File: src/rtl/spi_frame_receiver_pkg.sv
// Shared types and sizing for the SPI frame receiver slice.
package spi_frame_receiver_pkg;
  localparam int DFS_DEFAULT = 20;

  typedef enum logic [1:0] {IDLE, RECEIVE, DONE} state_t;

  // Counter must reach frame_size+1 so long frames stay distinguishable.
  function automatic int cnt_w(input int frame_size);
    return $clog2(frame_size + 2);
  endfunction
endpackage

File: src/rtl/spi_frame_receiver_if.sv
// SPI lines in, captured frame and status out.
interface spi_frame_receiver_if
  import spi_frame_receiver_pkg::*;
#(
  parameter int DATA_FRAME_SIZE = DFS_DEFAULT
) ();
  logic                       ss_in;
  logic                       sclk_in;
  logic                       mosi_in;
  logic                       miso_in;
  logic [DATA_FRAME_SIZE-1:0] mosi_data;
  logic [DATA_FRAME_SIZE-1:0] miso_data;
  logic                       frame_valid;
  logic                       frame_error;
  logic                       comm_active;

  modport master (
    output ss_in, sclk_in, mosi_in, miso_in,
    input  mosi_data, miso_data, frame_valid, frame_error, comm_active
  );

  modport slave (
    input  ss_in, sclk_in, mosi_in, miso_in,
    output mosi_data, miso_data, frame_valid, frame_error, comm_active
  );
endinterface

File: src/rtl/spi_frame_receiver_input_synchronizer.sv
// Multi-flop synchronizer plus history flop giving single-cycle edge pulses.
module input_synchronizer
  import spi_frame_receiver_pkg::*;
#(
  parameter int SYNC_STAGES = 2
) (
  input  logic sys_clk,
  input  logic rst,
  input  logic din,
  output logic sync,
  output logic rise,
  output logic fall
);
  logic [SYNC_STAGES-1:0] chain;
  logic                   hist;

  always_ff @(posedge sys_clk) begin
    if (rst) begin
      chain <= '0;
      hist  <= 1'b0;
    end else begin
      chain <= {chain[SYNC_STAGES-2:0], din};
      hist  <= chain[SYNC_STAGES-1];
    end
  end

  assign sync = chain[SYNC_STAGES-1];
  assign rise = sync & ~hist;
  assign fall = ~sync & hist;
endmodule

File: src/rtl/spi_frame_receiver.sv
// SPI slave-side frame capture: synchronizes raw SPI lines onto sys_clk and
// shifts mosi/miso frames while ss is high.
module spi_frame_receiver
  import spi_frame_receiver_pkg::*;
#(
  parameter int DATA_FRAME_SIZE = DFS_DEFAULT,
  parameter int SYNC_STAGES     = 2
) (
  input logic               sys_clk,
  input logic               rst,
  spi_frame_receiver_if.slave bus
);
  localparam int NUM_LINES = 4;
  localparam int CNT_W     = cnt_w(DATA_FRAME_SIZE);
  localparam int SS = 3, SCLK = 2, MOSI = 1, MISO = 0;

  logic [NUM_LINES-1:0] raw, sync, rise, fall;
  assign raw = {bus.ss_in, bus.sclk_in, bus.mosi_in, bus.miso_in};

  for (genvar i = 0; i < NUM_LINES; i++) begin : g_sync
    input_synchronizer #(.SYNC_STAGES(SYNC_STAGES)) u_sync (
      .sys_clk (sys_clk),
      .rst     (rst),
      .din     (raw[i]),
      .sync    (sync[i]),
      .rise    (rise[i]),
      .fall    (fall[i])
    );
  end

  logic unused_edges;
  assign unused_edges = ^{sync[SCLK], rise[MOSI], rise[MISO], fall[SCLK], fall[MOSI], fall[MISO]};

  state_t                     state, nxt;
  logic                       clr, shift_en, load;
  logic [CNT_W-1:0]           bit_cnt;
  logic [DATA_FRAME_SIZE-1:0] mosi_sr, miso_sr, mosi_q, miso_q;
  logic                       valid_q, error_q;

  // An ss rise only starts a frame once ss has been seen low with a filled
  // chain; a frame already in flight at reset release is thereby skipped.
  logic [SYNC_STAGES:0] vld_pipe;
  logic                 armed;

  always_ff @(posedge sys_clk) begin
    if (rst) begin
      vld_pipe <= '0;
      armed    <= 1'b0;
    end else begin
      vld_pipe <= {vld_pipe[SYNC_STAGES-1:0], 1'b1};
      if (vld_pipe[SYNC_STAGES] && !sync[SS]) armed <= 1'b1;
    end
  end

  always_comb begin
    nxt      = state;
    clr      = 1'b0;
    shift_en = 1'b0;
    load     = 1'b0;
    unique case (state)
      IDLE: if (rise[SS] && armed) begin
        nxt = RECEIVE;
        clr = 1'b1;
      end
      RECEIVE: begin
        shift_en = rise[SCLK];
        if (fall[SS]) nxt = DONE;
      end
      DONE: begin
        load = 1'b1;
        nxt  = IDLE;
      end
      default: nxt = IDLE;
    endcase
  end

  always_ff @(posedge sys_clk) begin
    if (rst) begin
      state   <= IDLE;
      bit_cnt <= '0;
      mosi_sr <= '0;
      miso_sr <= '0;
      mosi_q  <= '0;
      miso_q  <= '0;
      valid_q <= 1'b0;
      error_q <= 1'b0;
    end else begin
      state <= nxt;
      if (clr) begin
        bit_cnt <= '0;
        mosi_sr <= '0;
        miso_sr <= '0;
      end else if (shift_en) begin
        if (bit_cnt < CNT_W'(DATA_FRAME_SIZE)) begin
          mosi_sr <= {mosi_sr[DATA_FRAME_SIZE-2:0], sync[MOSI]};
          miso_sr <= {miso_sr[DATA_FRAME_SIZE-2:0], sync[MISO]};
        end
        if (bit_cnt != CNT_W'(DATA_FRAME_SIZE + 1)) bit_cnt <= bit_cnt + 1'b1;
      end
      valid_q <= load;
      error_q <= load && (bit_cnt != CNT_W'(DATA_FRAME_SIZE));
      if (load) begin
        mosi_q <= mosi_sr;
        miso_q <= miso_sr;
      end
    end
  end

  assign bus.mosi_data   = mosi_q;
  assign bus.miso_data   = miso_q;
  assign bus.frame_valid = valid_q;
  assign bus.frame_error = error_q;
  assign bus.comm_active = (state == RECEIVE);
endmodule
File: src/flat_wrapper.sv
// flat-port wrapper written by rule: the top's interface ports become plain ports
module spi_frame_receiver_flat import spi_frame_receiver_pkg::*;
#(
  parameter int DATA_FRAME_SIZE = DFS_DEFAULT,
  parameter int SYNC_STAGES     = 2
)
  (sys_clk, rst, bus_ss_in, bus_sclk_in, bus_mosi_in, bus_miso_in, bus_mosi_data, bus_miso_data, bus_frame_valid, bus_frame_error, bus_comm_active);
  spi_frame_receiver_if #(.DATA_FRAME_SIZE(DATA_FRAME_SIZE)) bus_i ();
  input logic sys_clk;
  input logic rst;
  input wire logic [$bits(bus_i.ss_in)-1:0] bus_ss_in;
  input wire logic [$bits(bus_i.sclk_in)-1:0] bus_sclk_in;
  input wire logic [$bits(bus_i.mosi_in)-1:0] bus_mosi_in;
  input wire logic [$bits(bus_i.miso_in)-1:0] bus_miso_in;
  output wire logic [$bits(bus_i.mosi_data)-1:0] bus_mosi_data;
  output wire logic [$bits(bus_i.miso_data)-1:0] bus_miso_data;
  output wire logic [$bits(bus_i.frame_valid)-1:0] bus_frame_valid;
  output wire logic [$bits(bus_i.frame_error)-1:0] bus_frame_error;
  output wire logic [$bits(bus_i.comm_active)-1:0] bus_comm_active;
  assign bus_i.ss_in = bus_ss_in;
  assign bus_i.sclk_in = bus_sclk_in;
  assign bus_i.mosi_in = bus_mosi_in;
  assign bus_i.miso_in = bus_miso_in;
  assign bus_mosi_data = bus_i.mosi_data;
  assign bus_miso_data = bus_i.miso_data;
  assign bus_frame_valid = bus_i.frame_valid;
  assign bus_frame_error = bus_i.frame_error;
  assign bus_comm_active = bus_i.comm_active;
  spi_frame_receiver #(.DATA_FRAME_SIZE(DATA_FRAME_SIZE), .SYNC_STAGES(SYNC_STAGES)) u_core (.sys_clk(sys_clk), .rst(rst), .bus(bus_i));
endmodule
File: config.mk
export PLATFORM = sky130hd
export DESIGN_NAME = spi_frame_receiver_flat
export DESIGN_NICKNAME = d
export VERILOG_FILES = /design/src/rtl/spi_frame_receiver_pkg.sv /design/src/rtl/spi_frame_receiver_if.sv /design/src/rtl/spi_frame_receiver_input_synchronizer.sv /design/src/rtl/spi_frame_receiver.sv /design/src/flat_wrapper.sv
export SDC_FILE = /design/constraint.sdc
export NUM_CORES = 1
export LEC_CHECK = 0
export CORE_MARGIN = 2
export CORE_UTILIZATION = 48
export DETAILED_ROUTE_END_ITERATION = 7
export PLACE_DENSITY = 0.71
export SLEW_MARGIN = 30
export SYNTH_ARGS = -nofsm -noshare
export SYNTH_HDL_FRONTEND = slang
export SYNTH_HIERARCHICAL = 1
export SYNTH_SLANG_ARGS = --single-unit
File: constraint.sdc
create_clock -name sys_clk -period 1.5 [get_ports sys_clk]
set_input_delay 0.3 -clock sys_clk [delete_from_list [all_inputs] [get_ports sys_clk]]
set_output_delay 0.3 -clock sys_clk [all_outputs]
set_load 0.01 [all_outputs]
==> results of run 1 <==
[flip-flops by register name, indices dropped and copies added (netlist names), 3 cells and up]
name,count
u_core/bus.mosi_data,20
u_core/g_sync.u_sync/chain,8
u_core/bit_cnt,5
u_core/vld_pipe,3
u_core/bus.miso_data,20
u_core/miso_sr,20
u_core/mosi_sr,20
[stage by stage]
| step | total power [mW] | util (%) | hold WS, ns |
|---|---|---|---|
| 2_1_floorplan | 2.87 | - | 0.372 |
| 3_3_place_gp | 2.91 | 57.0 | 0.418 |
| 3_5_place_dp | 2.91 | 57.0 | 0.427 |
| 4_1_cts | 4.72 | 59.2 | 0.191 |
| 5_1_grt | 4.85 | 59.4 | 0.225 |
| 6_report | 4.67 | 59.4 | 0.202 |
[what timing repair did]
item | 4_1_cts | 5_1_grt
setup endpoints to repair | 43 | 42
buffers inserted | 0 | 1
hold buffers | 0 | 0
gates resized for setup | 45 | 4
hold endpoints to repair | 0 | 0
[worst paths after layout]
| path | endpoint | slack, ns | depth (start not counted) |
|---|---|---|---|
| min | u_core/vld_pipe[0] | 0.20 | 2 |
| max | u_core/bit_cnt[3] | 0.07 | 5 |
| max reg2reg | u_core/bit_cnt[3] | 0.07 | 5 |
| min reg2reg | u_core/g_sync[3].u_sync/chain[1] | 0.45 | 1 |
[cell usage in the layout (no fill, tap or decap), drive strengths merged, types with 2 or more instances in the layout]
master and count:
nand4 2, nand3b 2, bufinv 2, o21ai 44, clkinv 3, and4b 2
nand3 44, dlygate4sd2 43, nor3 2, ha 3, buf 20, nor2 2
nor2b 17, clkbuf 10, inv 5, nand2 82, a21oi 85, dfxtp 103
clkdlybuf4s50 4
[cell type report]
| cell class | instances | area (um^2) |
|---|---|---|
| clock buffers | 10 | 128 |
| clock inverters | 6 | 83.8 |
| fillers | 689 | 3090 |
| inverters | 4 | 15.0 |
| multi-input cells | 295 | 1500 |
| flip-flops and latches | 103 | 2060 |
| well taps | 102 | 128 |
| repair buffers | 67 | 602 |
[routing by layer]
layer / track usage [%] / wire length (um) / part of all wire [%]
met3: 2.63 / 302 / 4.1
met1: 24.4 / 3550 / 48
met4: 8.21 / 115 / 1.5
met5: 0 / 0 / 0
met2: 30.3 / 3470 / 47
[report_power, final]
part / switching (mW) / internal [mW] / total (mW)
clock network: 0.889 / 0.938 / 1.83
logic: 0.0555 / 0.0328 / 0.0883
registers: 0.00579 / 2.75 / 2.75
total: 0.950 / 3.72 / 4.67
[critical path: stages, from the launching register on]
cell,delay (ns)
dfxtp_2,0.36
inv_1,0.06
ha_1,0.18
and4b_1,0.20
or4_1,0.43
a21oi_2,0.15
==> flow_summary.toml, run 1 <==
[global_route]
grt_pass1_wl_mm = 12.8
grt_max_degree = 45
first_global_vias = 2873
grt_use_total_pct = 18.5
overflow = 0
antenna_found_initial = 0

[sta]
timing.fmax_mhz = 700
slew_headroom_pct = 75.4
final_max_slew_viol_count = 0
final-setup-viol-count = 0
fin_worst_skew_ns = 0.00947
fin_crit_sh_pct = 95.3
worst_pin_slew_ns = 0.369
hold_viol = 0
finalSetupTns_ns = 0
fin_crit_ns = 1.43
fin_ws_ns = 0.0705

[setup_path]
worstSetupStartpoint = "u_core/bit_cnt[1]"
endpoint_kind = "flop"
crit_type = "flop to flop"
required_ns = 1.79
reg2reg_from = "u_core/bit_cnt[1]"
startpoint_type = "flop"
path_max_fanout = 4
critPathArrivalTime_ns = 1.72

[min_path]
min_path_type = "input pin to flop"
min_from = "rst"

[final_layout]
syn2layout_area_growth_pct = 21.7
stdcell_count = 587
finalNetCount = 489
final_area_mm2 = 0.00452
layout-drive-gt1-share_pct = 9.28
antenna_cells = 0

[cts]
clk_latency_ns = 0.35
cts.sinks = 103
root_buffer = "clkbuf_8"
clkTransAtPathRegs_ns = 0.09
cts_tree = "yes"
clockBufferDepth = 2
cts_buffers = 9
htree_levels = 3

[routing]
avgViaCountPerCell = 5.24
vias = 3076
detail-route-antenna-nets = 0
first_pass_iters = 4
drt_iter0_markers = 192
totalWireLength_mm = 7.44
routedWlPerCell_um = 12.7
drc_errors = 0

[floorplanning]
std_cell_rows = 32
chipWidth_um = 91.9
io_pins = 49
core_mm2 = 0.00761
die_y_um = 91.9
die-area_mm2 = 0.00845
start_util_pct = 48.8

[place]
gp_congestion = 0.730
place_inst = 570
preCtsSetupSlack_ns = 0.0483
port_buffers = 48
dp_hpwl_mm = 4.78
dpl_cell_area_mm2 = 0.00434

[synthesis]
syn_avg_cell_area_um2 = 8.48
syn-num-nets = 447
syn_inst = 438
yosys_warnings = 6
netlist_area_mm2 = 0.00371

[power]
ir_drop_mv = 0.576
p_leak_nw = 1.75
power_density_mw_per_mm2 = 1030

[status]
status = "complete, no violations"

[run]
cap_violations = 0
(Power assumes the default switching activity.)
==> run 2: changes to the inputs <==
Settings changed: CORE_ASPECT_RATIO from default to 0.5, MAX_ROUTING_LAYER from default to met4, REMOVE_ABC_BUFFERS from default to 1.
==> run 2 against run 1 <==
Compared with the run above: flip-flop and latch count is the same; non-clock buffer count fell by 7; register-to-register slack improved by 0.03 ns; die area is 0.50% higher; sequential power barely moved; fmax increased by 1.3%; combinational power is 2.4% higher; via count is 0.75% lower; final cell count is 2.2% lower; worst hold slack gained 0.025 ns; total power grew 15%; clock skew decreased by 0.0047 ns.
==> flow_summary.toml, run 2 (synthesis results as in run 1) <==
[status]
status = "complete, no violations"

[cts]
root_buffer = "clkbuf_16"
ctsHoldBuffers = 0
post_cts_buffers = 0
clockBufferDepth = 2
clkTransAtPathRegs_ns = 0.06
cts_buffers = 9
htree_levels = 3
cts.sinks = 103
clk_latency_ns = 0.35
cts_tree = "yes"

[routing]
drt_iter0_markers = 218
detail-route-antenna-nets = 0
drc_errors = 0
first_pass_iters = 5
totalWireLength_mm = 7.44
vias = 3053
routedWlPerCell_um = 13.0
avgViaCountPerCell = 5.32

[sta]
fin_crit_ns = 1.41
fin_crit_sh_pct = 94.1
timing.fmax_mhz = 708
hold_slack_ns = 0.227
fin_worst_skew_ns = 0.00477
slew_headroom_pct = 75.1
final_max_slew_viol_count = 0
fin_ws_ns = 0.0881
grt_setup_unrepaired = "no"
worst_pin_slew_ns = 0.374
hold_viol = 0
final-setup-viol-count = 0

[floorplanning]
die_y_um = 66.2
io_pins = 49
die-area_mm2 = 0.00850
core_mm2 = 0.00740
chipWidth_um = 128
std_cell_rows = 22
start_util_pct = 50.1

[setup_path]
endpoint_kind = "primary output"
rr_endpoint = "u_core/bit_cnt[3]"
ff2ff_setup_slack_ns = 0.10
required_ns = 1.20
critPathArrivalTime_ns = 1.11
rr_worst_depth = 5
path_max_fanout = 7
startpoint_type = "flop"
reg2reg_from = "u_core/bit_cnt[1]"
crit_type = "flop to primary output"

[global_route]
antenna_found_initial = 0
grt_max_degree = 46
grt_pass1_wl_mm = 12.4
grt_use_total_pct = 19.3
overflow = 0
first_global_vias = 2750

[place]
gp_congestion = 0.749
dpl_cell_area_mm2 = 0.00433
dp_hpwl_mm = 4.30
port_buffers = 48
preCtsSetupSlack_ns = 0.0730

[final_layout]
layout-drive-gt1-share_pct = 7.32
final_cell_mix = "101 x dfxtp_1, 85 x a21oi_1, 82 x nand2_1"
antenna_cells = 0
regArea_mm2 = 0.00206
finalNetCount = 482
final_core_util_pct = 62.3
syn2layout_area_growth_pct = 24.2
multi_input_area_mm2 = 0.00150
final_common_cell = "dfxtp_1"
final_area_mm2 = 0.00461
n_fill_cell = 672

[power]
p_leak_nw = 1.80
power_density_mw_per_mm2 = 1160
ir_drop_mv = 0.621

[min_path]
whs_endpoint = "u_core/vld_pipe[0]"
holdPathStages = 2
min_path_type = "input pin to flop"
min_from = "rst"

[run]
cap_violations = 0
==> run 2: per-layer routing <==
layer	vias up	routed length [um]	part of all wire [%]	track usage [%]
li1	1559	-	-	-
met1	1434	3530	47	22.6
met2	52	3480	47	31.6
met3	8	339	4.6	7.28
met4	0	85	1.1	5.49
met5	-	0	0	-
==> run 2: per-stage QoR <==
step,TNS [ns],instances,power [mW]
3_3_place_gp,0,558,2.91
6_report,0,574,5.35
5_1_grt,0,574,5.54
3_5_place_dp,0,558,2.91
2_1_floorplan,-47.82,402,2.85
4_1_cts,0,574,5.40
==> run 2: how the worst max path moves through the flow <==
stage                                      from                 to  slack, ns  cells after the start
4_1_cts                  u_core/bus.frame_error    bus_frame_error       0.02                      1
6_report                        u_core/state[1]    bus_comm_active       0.09                      2
2_1_floorplan                 u_core/bit_cnt[2]  u_core/miso_sr[0]      -0.61                      3
5_1_grt        u_core/g_sync[2].u_sync/chain[1]  u_core/bit_cnt[4]       0.03                      5
3_5_place_dp                  u_core/bit_cnt[1]  u_core/bit_cnt[3]       0.07                      5
3_3_place_gp   u_core/g_sync[2].u_sync/chain[1]  u_core/bit_cnt[4]        0.1                      5
==> run 2: critical path, cell delays in order, from the launching register on <==
cell,delay (ns)
dfxtp_2,0.35
nor2b_1,0.14
dlygate4sd2_1,0.28
==> run 2: area by class of cell <==
| cell class | count | area share (%) |
|---|---|---|
| sequential | 103 | 44.8 |
| multi-input combinational | 295 | 32.6 |
| timing repair buffer | 60 | 12.6 |
| clock buffer | 13 | 5.64 |
| tap | 96 | 2.61 |
| clock inverter | 3 | 1.41 |
| inverter | 4 | 0.326 |
==> run 2: power breakdown <==
group / total [mW] / switching (mW) / internal, mW / leakage (nW)
logic: 0.0904 / 0.0577 / 0.0327 / 0.804
clock network: 2.51 / 0.956 / 1.55 / 0.160
registers: 2.76 / 0.00517 / 2.75 / 0.833
total: 5.35 / 1.02 / 4.33 / 1.80
==> run 2: repair_timing <==
| item | 4_1_cts | 5_1_grt |
|---|---|---|
| endpoints found under the hold margin | 0 | 0 |
| gates resized for setup | 41 | 5 |
| endpoints found under the setup margin | 41 | 9 |
==> run 3: changes to the inputs <==
Settings changed: CAP_MARGIN from default to 0, DONT_BUFFER_PORTS from default to 1, PLACE_DENSITY 0.71 to default, RECOVER_POWER from default to 100.
==> run 3 against run 2 <==
Compared with the run above: die area unchanged; worst hold slack worse by 0.20 ns; total power fell by 9.4%; non-clock buffer count shrank 52; sequential share of layout area is 5.8 points higher; register-to-register slack is essentially flat; critical path depth grew 3; clock-buffer cell count down 1; global-route usage fell by 0.89 points; final area shrank 11%; critical path type is now flop to flop; largest cell class unchanged.
==> flow_summary.toml, run 3 (synthesis results as in run 1) <==
[status]
status = "complete, no violations"

[min_path]
whs_endpoint = "u_core/g_sync[1].u_sync/chain[0]"
holdPathStages = 1
min_from = "rst"
min_path_type = "input pin to flop"

[setup_path]
ff2ff_setup_slack_ns = 0.1
path_max_fanout = 4
critPathArrivalTime_ns = 1.67
rr_worst_depth = 5
crit_type = "flop to flop"
reg2reg_from = "u_core/bit_cnt[1]"
required_ns = 1.77
startpoint_type = "flop"
endpoint_kind = "flop"
rr_endpoint = "u_core/bit_cnt[3]"

[sta]
fin_worst_skew_ns = 0.00670
fin_ws_ns = 0.0968
fin_crit_sh_pct = 93.5
worst_pin_slew_ns = 0.324
fin_crit_ns = 1.40
slew_headroom_pct = 78.4
timing.fmax_mhz = 713
final-setup-viol-count = 0
grt_setup_unrepaired = "no"
hold_viol = 0
final_max_slew_viol_count = 0

[power]
ir_drop_mv = 0.582
p_seq_share_pct = 56.8
p_leak_nw = 1.31
power.net_switching_mw = 0.937
combPwrFrac_pct = 1.0
p_sw_share_pct = 19.3
clock_power_share_pct = 42.1
power_density_mw_per_mm2 = 1190
internal_power_mw = 3.91

[place]
preCtsSetupSlack_ns = 0.0105
port_buffers = 0
dpl_cell_area_mm2 = 0.00382
gp_congestion = 0.741
dp_hpwl_mm = 4.27

[cts]
clk_latency_ns = 0.34
clockBufferDepth = 2
root_buffer = "clkbuf_16"
ctsHoldBuffers = 0
cts.sinks = 103
clkTransAtPathRegs_ns = 0.06
cts_buffers = 9
cts_resized = 1
htree_levels = 3
cts_tree = "yes"
post_cts_buffers = 0

[routing]
first_pass_iters = 4
avgViaCountPerCell = 5.51
highest_layer = "met4"
drt_iter0_markers = 240
met1_length_mm = 3.43
drc_errors = 0
vias = 2858
met3_length_um = 351
detail-route-antenna-nets = 0
met2_wirelength_mm = 3.40
routedWlPerCell_um = 13.9
totalWireLength_mm = 7.23

[global_route]
first_global_vias = 2713
grt_pass1_wl_mm = 11.9
grt_use_total_pct = 18.4
grt_max_degree = 58
antenna_found_initial = 0
overflow = 0

[final_layout]
syn2layout_area_growth_pct = 9.94
final_common_cell = "dfxtp_1"
regArea_mm2 = 0.00206
multi_input_area_mm2 = 0.00149
final_area_mm2 = 0.00408
final_cell_mix = "102 x dfxtp_1, 84 x a21oi_1, 82 x nand2_1"
finalNetCount = 430
n_fill_cell = 689
antenna_cells = 0
layout-drive-gt1-share_pct = 6.86

[floorplanning]
std_cell_rows = 22
die_y_um = 66.2
chipWidth_um = 128
die-area_mm2 = 0.00850
core_mm2 = 0.00740
io_pins = 49
start_util_pct = 50.1

[run]
cap_violations = 0
## run 3: cell count changes in the layout (fill, tap and decap cells not counted), sizes merged
| cell | change |
|---|---|
| dlygate4sd2 | -41 |
| clkinvlp | +1 |
| buf | -5 |
| dlymetal6s2s | -2 |
| clkinv | -1 |
| clkdlybuf4s50 | -4 |
| bufinv | -2 |
| clkbuf | -1 |
## run 3: worst max-delay path by stage
| stage | endpoint | from | slack, ns | depth (start not counted) |
|---|---|---|---|---|
| after floorplan | u_core/miso_sr[0] | u_core/bit_cnt[2] | -0.61 | 3 |
| after global placement | u_core/miso_sr[15] | u_core/g_sync[2].u_sync/chain[1] | 0.11 | 5 |
| after detailed placement | u_core/mosi_sr[16] | u_core/g_sync[2].u_sync/chain[1] | 0.01 | 5 |
| after CTS | u_core/bit_cnt[3] | u_core/bit_cnt[1] | 0.03 | 5 |
| after global routing | u_core/bit_cnt[3] | u_core/bit_cnt[1] | 0.02 | 5 |
| final | u_core/bit_cnt[3] | u_core/bit_cnt[1] | 0.1 | 5 |
## run 3: area by class of cell
class                      count  share of cell area, %
sequential                   103                   50.6
tap                           96                   2.94
clock inverter                 1                  0.184
clock buffer                  12                   6.04
multi-input combinational    295                   36.5
timing repair buffer           8                   3.40
inverter                       4                  0.368
## run 3: routing by layer
metal | vias up | global-route usage (%)
met4 | 0 | 5.36
met3 | 5 | 6.96
met5 | - | -
li1 | 1452 | -
met2 | 61 | 29.6
met1 | 1340 | 21.9
## run 3: power by group through the flow
stage,Combinational [mW],Clock [mW],Sequential [mW]
3_5_place_dp,0.0494,0,2.82
4_1_cts,0.0497,2.11,2.76
6_report,0.0498,2.04,2.76
3_3_place_gp,0.0480,0,2.82
5_1_grt,0.0549,2.21,2.76
2_1_floorplan,0.0325,0,2.82
## run 3: per-stage QoR
stage          util (%)  power, mW  std cells  setup TNS, ns  hold slack (ns)
2_1_floorplan         -       2.85        402         -47.82            0.369
3_3_place_gp       51.6       2.87        506              0            0.376
3_5_place_dp       51.6       2.87        506              0            0.377
4_1_cts            55.0       4.91        519              0           0.0135
5_1_grt            55.1       5.02        519              0          0.00751
6_report           55.1       4.85        519              0           0.0283
## run 3: critical path, cell delays in order, from the launching register on
cell	delay (ns)
dfxtp_2	0.35
inv_1	0.07
ha_2	0.18
and4b_1	0.19
or4_4	0.42
a21oi_2	0.14
==> RTL change 1, RTL diff (config.mk and constraints of run 2) <==
Encoding of `state_t`: now one-hot (3 bits for 3 states).
--- a/src/rtl/spi_frame_receiver_pkg.sv
+++ b/src/rtl/spi_frame_receiver_pkg.sv
@@ -2,7 +2,7 @@
 package spi_frame_receiver_pkg;
   localparam int DFS_DEFAULT = 20;
 
-  typedef enum logic [1:0] {IDLE, RECEIVE, DONE} state_t;
+  typedef enum logic [2:0] {IDLE = 3'b001, RECEIVE = 3'b010, DONE = 3'b100} state_t;
 
   // Counter must reach frame_size+1 so long frames stay distinguishable.
   function automatic int cnt_w(input int frame_size);
Behaviour: same outputs for any inputs over 10 cycles, from zero or initial values and one cycle with rst high; not proved beyond that.
==> RTL change 1 against run 2 <==
- combinational power barely moved
- area after synthesis rose by 2.4%
- count of clock-buffer cells in the layout fell by 2
- total power fell by 3.6%
- routed wire length rose by 4.5%
- register-to-register slack got worse by 30 ps
- sequential cell count rose by 1
- first-iteration DRC count rose by 1.4%
- non-clock buffer count rose by 8
- critical path depth fell by 1
- via count fell by 3.3%
- global-route usage rose by 0.78 points
- worst setup slack got worse by 53 ps
- cell area rose by 3.6%
==> RTL change 1: results (changes against run 2) <==
P_leak=1.80 nW (+0.17%); FILL cells=636 (-5.4%); FF-to-FF End=u_core/bit_cnt[4]; total track usage=20.1% (+0.78 points); outcome=finished, final reports clean; metal3 WL=346 µm (+2.1%); largest net degree at the start of global routing=48 (+4.3%); met3 Use GR=6.18% (-1.1 points); Max rail drop VDD=0.561 mV (-9.6%); CP Capture Point=bus_frame_error; Placer Congestion=0.760 (+1.4%); global-route wire length before repair=13.1 mm (+5.4%); r2r setup slk=70 ps (-30 ps); crit-path max FO=1 (-6); Crit path max-delay family=buffers and inverters; via count=2,952 (-3.3%); hold path depth=2 (unchanged); DRT Wirelength=7.77 mm (+4.5%); Via density=5.32 (about the same); DP Worst Slack=11.6 ps (-61.4 ps); CP arrival=1170 ps (+60 ps); Clock Tree Buf Depth=2 (unchanged); Iteration-0 DRC Markers=221 (+1.4%); crit path from=u_core/bus.frame_error; drt pass-1 iters=4 (-1); relative slew slack=79.0% (+4.0 points); synth warn=6 (unchanged); detailed placement HPWL=4.90 mm (+14%); met2 usage=31.9% (+0.22 points); Met1 Wirelength=3.71 mm (+5.2%); wire length on met2=3.63 mm (+4.4%); CP max stage delay=520 ps (+170 ps); Final WS setup=34.9 ps (-53.2 ps); Post-Place Cell Area=4510 µm² (+4.3%); NumNets Final=453 (-6.0%); share of layout cells above drive strength 1=11.0% (+3.6 points); GR Util met1=24.6% (+2.0 points); Resized Gates After CTS=46 (+12%); Post-Syn Instances=398 (-9.1%); htree depth=3 (unchanged); CP max stage cell=clkdlybuf4s50_1; number of global-route vias before repair=2,747 (-0.11%)
[RTL change 1: final cells by class]
cell class | count | area [µm²] | share of cell area, %
Tap cell | 108 | 135 | 2.83
Inverter | 5 | 18.8 | 0.393
Clock inverter | 3 | 43.8 | 0.916
Clock buffer | 11 | 243 | 5.08
Sequential cell | 104 | 2090 | 43.7
Multi-Input combinational cell | 256 | 1580 | 33.1
Timing Repair Buffer | 68 | 668 | 14.0
[RTL change 1: per-stage QoR]
step	setup TNS (ps)	total power [W]	hold WS, ps
after floorplan	-182190	0.00287	372
after global placement	0	0.00293	418
after detailed placement	0	0.00293	427
after CTS	-19.6	0.00521	306
after global routing	-17.0	0.00533	319
final	0	0.00516	315
[RTL change 1: where the power goes]
part	switching (W)	total, W	leakage, nW	internal (W)
Combinational	0.0000563	0.0000906	0.817	0.0000343
Sequential	0.00000611	0.00278	0.841	0.00278
Clock	0.000964	0.00228	0.141	0.00132
==> RTL change 2, RTL diff (config.mk and constraints of run 2) <==
Without the edit above. Set the package constant `DFS_DEFAULT` to 10 (it was 20).
--- a/src/rtl/spi_frame_receiver_pkg.sv
+++ b/src/rtl/spi_frame_receiver_pkg.sv
@@ -1,6 +1,6 @@
 // Shared types and sizing for the SPI frame receiver slice.
 package spi_frame_receiver_pkg;
-  localparam int DFS_DEFAULT = 20;
+  localparam int DFS_DEFAULT = 10;
 
   typedef enum logic [1:0] {IDLE, RECEIVE, DONE} state_t;
 
Interface: changed (resized bus_miso_data and bus_mosi_data); port bits go from 49 to 29. No check against the original RTL was run, so the function may have changed too.
==> RTL change 2 against run 2 <==
- worst setup slack worse by 6.9 ps
- routed wire length fell by 42%
- total power decreased by 41%
- sequential cell count down 41
- cell area fell by 41%
- sequential share of layout area grew 0.61 points
- area after synthesis decreased by 41%
- first-iteration DRC count is 41% lower
- non-clock buffer count down 22
- largest power group unchanged
==> RTL change 2: results (changes against run 2) <==
outcome=finished, final reports clean; largest net degree at the start of global routing=37 (-20%); ANT cells=0 (unchanged); via count=1,791 (-41%); drt pass-1 iters=4 (-1); Clock Tree Buf Depth=2 (unchanged); CP max stage delay=360 ps; initial antenna violation count=0 (unchanged); clk_skew=4.77 ps (-0.00314 ps); share of layout cells above drive strength 1=10.4% (+3.1 points); Post-Layout Cell Count=345 (-40%); FILL cells=396 (-41%); Worst-Margin Slew=358 ps (-15.8 ps); Post-Place Cell Area=2560 µm² (-41%); global-route wire length before repair=7.10 mm (-43%); detailed placement HPWL=2.70 mm (-37%); Post-Syn Instances=252 (-42%); htree depth=3 (unchanged); Max rail drop VDD=0.648 mV (+4.4%); Clock Pin Slew Worst Setup and Hold Paths=60 ps (about the same); Crit path max-delay family=flip-flops; Root Driver=clkbuf_8; P_leak=1.09 nW (-39%); CTS buffer count=9 (unchanged); placed cells=329 (-41%); NumNets Final=291 (-40%); number of global-route vias before repair=1,545 (-44%); PortBufs=28 (-42%); synth warn=6 (unchanged); total track usage=18.8% (-0.48 points); Clock Latency Late Sink=340 ps; drt wl/cell=12.6 µm (-3.1%); Placer Congestion=0.724 (-3.4%); crit-path max FO=7 (unchanged); min-delay worst type=flop to flop; CP arrival=1120 ps; Iteration-0 DRC Markers=129 (-41%); CP max stage cell=dfxtp_2; # Post-CTS Setup Buffers=0 (unchanged); Finished Core Util=62.2% (-0.091 points)
-- RTL change 2: layer usage --
metal	track usage (%)	routed length (µm)	vias up
met3	8.74	275	9
met5	-	0	-
met4	7.08	61	0
li1	-	-	918
met2	29.6	1990	49
met1	21.4	2000	815
-- RTL change 2: through the flow --
step | setup WS [ps] | hold slack (ps)
5_1_grt | 11.8 | 456
4_1_cts | 7.06 | 444
2_1_floorplan | -307 | 369
6_report | 81.3 | 441
3_3_place_gp | 75.7 | 419
3_5_place_dp | 59.9 | 425
-- RTL change 2: final timing paths --
path / from / end / slack, ps / depth (start not counted)
max reg2reg: u_core/g_sync[3].u_sync/chain[1] / u_core/miso_sr[6] / 170 / 5
min: u_core/g_sync[1].u_sync/chain[0] / u_core/g_sync[1].u_sync/chain[1] / 440 / 1
max: u_core/state[1] / bus_comm_active / 80 / 2
min reg2reg: u_core/g_sync[1].u_sync/chain[0] / u_core/g_sync[1].u_sync/chain[1] / 440 / 1
-- RTL change 2: report_power, final --
group          switching (W)  internal (W)  total (W)
registers         0.00000553       0.00166    0.00167
clock network       0.000643      0.000805    0.00145
logic              0.0000358     0.0000296  0.0000654
-- RTL change 2: area by class of cell --
class / count / share of cell area, %
Sequential cell: 62 / 45.4
Multi-Input combinational cell: 168 / 31.5
Timing Repair Buffer: 38 / 12.7
Clock buffer: 10 / 5.03
Tap cell: 57 / 2.61
Clock inverter: 6 / 2.24
Inverter: 4 / 0.548
-- RTL change 2: repair_timing --
item,CTS,global route
gates resized for setup,22,3
endpoints found under the setup margin,21,3
cloned,0,0
